===== config.mk =====
export PLATFORM = sky130hd
export DESIGN_NAME = sha2_arb
export DESIGN_NICKNAME = d
export VERILOG_FILES = /design/src/rtl/sha2_arb.sv
export SDC_FILE = /design/constraint.sdc
export NUM_CORES = 1
export LEC_CHECK = 0
export ABC_AREA = 1
export BUFFER_PORTS_ARGS = -buffer_cell sky130_fd_sc_hd__clkbuf_2
export CAP_MARGIN = 20
export CORE_AREA = 2 2 192 194
export DETAILED_ROUTE_END_ITERATION = 10
export DIE_AREA = 0 0 194 196
export PLACE_DENSITY_LB_ADDON = 0.08
export SLEW_MARGIN = 20
export SYNTH_ARGS = -nofsm -noshare
export SYNTH_HDL_FRONTEND = slang
export SYNTH_SLANG_ARGS = --single-unit

===== constraint.sdc =====
create_clock -name clk_i -period 2.7 [get_ports clk_i]
set_input_delay 0.135 -clock clk_i [delete_from_list [all_inputs] [get_ports clk_i]]
set_output_delay 0.135 -clock clk_i [all_outputs]
set_load 0.05 [all_outputs]

===== src/rtl/sha2_arb.sv =====
// Whole-message round-robin arbiter sharing one sha2 core among N_REQ streaming requesters.
// The owner keeps the core from its first input word until the last digest word is drained.
module sha2_arb #(
    parameter int unsigned N_REQ   = 4,
    parameter int unsigned D_WIDTH = 64
) (
    input  logic                       clk_i,
    input  logic                       rst_n_i,
    input  logic [2*N_REQ-1:0]         req_mode_i,
    input  logic [D_WIDTH*N_REQ-1:0]   req_data_i,
    input  logic [N_REQ-1:0]           req_last_i,
    input  logic [N_REQ-1:0]           req_valid_i,
    output logic [N_REQ-1:0]           req_ready_o,
    output logic [D_WIDTH-1:0]         rsp_data_o,
    output logic [N_REQ-1:0]           rsp_valid_o,
    input  logic [N_REQ-1:0]           rsp_ready_i,
    output logic [1:0]                 core_mode_o,
    output logic                       core_last_o,
    output logic [D_WIDTH-1:0]         core_data_o,
    output logic                       core_valid_o,
    input  logic                       core_ready_i,
    input  logic [D_WIDTH-1:0]         core_out_data_i,
    input  logic                       core_out_valid_i,
    output logic                       core_out_ready_o,
    output logic [N_REQ-1:0]           grant_o,
    output logic                       busy_o
);

    localparam int unsigned GW = (N_REQ > 1) ? $clog2(N_REQ) : 1;

    typedef enum logic [1:0] {StIdle, StFeed, StDrain} state_e;

    state_e           state_q, state_d;
    logic [GW-1:0]    g_q, g_d;
    logic [GW-1:0]    ptr_q, ptr_d;
    logic [1:0]       mode_q, mode_d;
    logic [3:0]       cnt_q, cnt_d;
    logic [N_REQ-1:0] grant_q, grant_d;

    logic [D_WIDTH-1:0] req_data_a [N_REQ];
    logic [1:0]         req_mode_a [N_REQ];

    for (genvar i = 0; i < N_REQ; i++) begin : g_unpack
        assign req_data_a[i] = req_data_i[i*D_WIDTH +: D_WIDTH];
        assign req_mode_a[i] = req_mode_i[2*i +: 2];
    end

    // First valid requester searching ptr, ptr+1, ... modulo N_REQ.
    logic          found;
    logic [GW-1:0] pick;
    logic [GW-1:0] idx;

    always_comb begin
        found = 1'b0;
        pick  = '0;
        idx   = '0;
        for (int unsigned i = 0; i < N_REQ; i++) begin
            idx = GW'((32'(ptr_q) + i) % N_REQ);
            if (!found && req_valid_i[idx]) begin
                found = 1'b1;
                pick  = idx;
            end
        end
    end

    logic [3:0] len_m1;

    always_comb begin
        unique case (mode_q)
            2'd0, 2'd1: len_m1 = 4'd3;
            2'd2:       len_m1 = 4'd5;
            default:    len_m1 = 4'd7;
        endcase
    end

    always_comb begin
        req_ready_o      = '0;
        rsp_valid_o      = '0;
        core_valid_o     = 1'b0;
        core_last_o      = 1'b0;
        core_out_ready_o = 1'b0;
        unique case (state_q)
            StFeed: begin
                core_valid_o     = req_valid_i[g_q];
                core_last_o      = req_last_i[g_q];
                req_ready_o[g_q] = core_ready_i;
            end
            StDrain: begin
                rsp_valid_o[g_q] = core_out_valid_i;
                core_out_ready_o = rsp_ready_i[g_q];
            end
            default: ;
        endcase
    end

    assign core_data_o = req_data_a[g_q];
    assign rsp_data_o  = core_out_data_i;
    assign core_mode_o = mode_q;
    assign grant_o     = grant_q;
    assign busy_o      = (state_q != StIdle);

    always_comb begin
        state_d = state_q;
        g_d     = g_q;
        ptr_d   = ptr_q;
        mode_d  = mode_q;
        cnt_d   = cnt_q;
        grant_d = grant_q;
        unique case (state_q)
            StIdle: begin
                if (found) begin
                    g_d     = pick;
                    grant_d = N_REQ'(1) << pick;
                    mode_d  = req_mode_a[pick];
                    cnt_d   = '0;
                    state_d = StFeed;
                end
            end
            StFeed: begin
                if (core_valid_o && core_ready_i && core_last_o) begin
                    state_d = StDrain;
                end
            end
            StDrain: begin
                if (core_out_valid_i && rsp_ready_i[g_q]) begin
                    cnt_d = cnt_q + 4'd1;
                    if (cnt_q == len_m1) begin
                        state_d = StIdle;
                        grant_d = '0;
                        ptr_d   = (g_q == GW'(N_REQ - 1)) ? '0 : g_q + GW'(1);
                    end
                end
            end
            default: state_d = StIdle;
        endcase
    end

    always_ff @(posedge clk_i or negedge rst_n_i) begin
        if (!rst_n_i) begin
            state_q <= StIdle;
            g_q     <= '0;
            ptr_q   <= '0;
            mode_q  <= '0;
            cnt_q   <= '0;
            grant_q <= '0;
        end else begin
            state_q <= state_d;
            g_q     <= g_d;
            ptr_q   <= ptr_d;
            mode_q  <= mode_d;
            cnt_q   <= cnt_d;
            grant_q <= grant_d;
        end
    end

endmodule


==> metrics.cfg <==
[logic_synthesis]
synth_common_cells=nor2_1, o21ai_0, nand2_1, buf_4, o22ai_1
synth_edf_count=0
syn_nets=978
yosysMostFrequentCell=nor2_1
netlist_area_um2=3490
synthTopCellsByArea=o21ai_0, nor2_1, buf_4
ys_warn_count=0
syn_avg_cell_area_um2=5.56
synth_seq_area_share_pct=11.5
synth-seq-cells=16
synthFlopType=dfrtp_1
synth_top_cell_by_area=o21ai_0
async_flop_share_pct=100
synth_top_area_share_pct=19.0
syn_inst=629
synth.distinct_cells=30

[clocking]
clk_latency_ps=250
cts_buffers=3
cts_tree=built
root_buffer=clkbuf_16
clockBufferDepth=2
clk_pin_slew_ps=60
post_cts_resized=0
cts_max_level=1
cts.sinks=16

[power_and_ir_drop]
irDropWorstVdd_mv=0.633
p_switching_uw=5160
p_per_area_nw_per_um2=1320
leakage_uw=0.00283
internal-power_uw=2020
swShare_pct=71.8
total_power_uw=7190
p_seq_share_pct=5.4
power.share.combinational_pct=89.9
power_frac_clock_pct=4.7

[worst_setup_path]
cp-end-kind=output pin
crit_buf_inv=3
path_class=reg -> out
cp_top_family=buffers and inverters
critPathSlowestCell=dfrtp_4
critPathLaunchType=flop
cp.arrival_ps=2150
crit_chain=inv_4 -> buf_4 -> o21ai_0 -> o22ai_1 -> buf_12
crit_required_ps=2570
cp_slowest_stage_delay_ps=500
worstPathMaxFanout=50

[die]
die_area_um2=38000
dieWidth_um=194
num_rows=70
core_area_um2=36100
floorplan.initialDensity_pct=9.68
die_y_um=196
io_pins=490

[sta]
report.final.hold_viol_count=0
finalCritPeriodShare_pct=84.5
maxSlewViolCount=0
worstMarginPinSlew_ps=529
fmax_mhz=439
layout_min_cycle_time_ps=2280
setup_viol=0
fin_ws_ps=420
fin_tns_setup_ps=0
finalClockSkew_ps=0.834
slew_headroom_pct=64.7
rsz0062_at_grt=false

[grt]
grt_overflow_total=0
antenna_found_initial=0
track_usage_pct=11.9
grt_max_degree=89
grt_pass1_vias=5459
grt_pass1_wl_mm=35.0

[run]
maxCapViolCount=0

[layout]
nFillCells=4390
utilization_pct=15.1
area_growth_pct=55.9
n_antenna_cell=0
fin_area_um2=5450
layout-drive-gt1-share_pct=44.7
nNetsFinal=1248

[placement]
routabilityCongestion=0.779
placed_area_um2=5350
portBuffers=361
pre_cts_slack_ps=627
hpwl_mm=20.2

[route]
wl_per_cell_um=17.8
routed_wirelength_mm=24.4
firstDrtPassIters=5
viasPerCell=3.76
ant_nets=0
drc=0
drt_iter0_markers=154
dr_total_vias=5132

[status]
status=completed

[min_path]
hp-class=in -> reg

## state kept, by name (all words and copies together) (netlist names)
register	flops
g_q	2
cnt_q	4
ptr_q	2
state_q	2
grant_o	4
core_mode_o	2
## repair_timing
item,CTS,global route
endpoints found under the hold margin,16,0
hold buffers,1,0
buffers inserted,0,0
## final timing paths
path,cells after the start,slack [ps],startpoint,endpoint
min in group asynchronous,2,360,rst_n_i,grant_o[0]
max in group asynchronous,2,1980,rst_n_i,g_q[0]
worst min register to register,2,500,grant_o[3],grant_o[3]
worst min-delay path,3,220,core_ready_i,state_q[1]
worst max-delay path,5,420,g_q[0],core_data_o[39]
worst max register to register,10,790,g_q[0],cnt_q[3]
## layout by cell type, fill, tap and decap left out, types with 2 or more instances in the layout
cell	count
a211oi_1	2
a21oi_1	5
buf_12	3
buf_4	10
clkbuf_16	3
clkbuf_2	360
dfrtp_1	14
ha_1	5
inv_1	23
inv_2	5
nand2_1	76
nand2_2	6
nand2_4	2
nand3_1	14
nand3_2	4
nor2_1	148
o21ai_0	133
o21ai_1	3
o22ai_1	64
o31ai_1	3
## through the flow
step,std cells,hold WS (ps)
after floorplan,629,-161
after global routing,1366,263
after detailed placement,1361,119
after CTS,1366,232
after global placement,1361,129
final,1366,222
## cells by family after synthesis
family | Yosys count | synth area share (%)
AOI/OAI and AO/OA | 214 | 33.6
buffers and inverters | 138 | 22.4
and+or+nand+nor | 254 | 30.1
DFF | 16 | 11.5
adders and majority gates | 5 | 1.79
xor gates and xnor gates | 1 | 0.251
muxes | 1 | 0.322
## routing by layer
layer	share of wire (%)	global-route usage, %
met4	0.67	1.15
met2	51	22.1
met3	7.9	3.82
met5	0	0
met1	40	13.8
## tightest hold or removal path, cell delays in order
cell,delay (ps)
clkbuf_2,110
nand3_1,120
nand2_1,60
## power groups by stage
stage	sequential [uW]	clock [uW]	combinational (uW)
2_1_floorplan	507	0	4790
3_3_place_gp	395	0	6630
3_5_place_dp	394	0	6570
4_1_cts	389	347	6590
5_1_grt	403	356	6960
6_report	388	336	6460
## cell type report
| cell class | instances | area, um2 | area share, % |
|---|---|---|---|
| multi-input combinational | 475 | 2310 | 42.4 |
| timing repair buffer | 374 | 1950 | 35.7 |
| tap | 468 | 586 | 10.7 |
| sequential | 16 | 405 | 7.44 |
| inverter | 29 | 111 | 2.04 |
| clock buffer | 4 | 88.8 | 1.63 |
No activity file was read; power rests on OpenSTA's default activity.
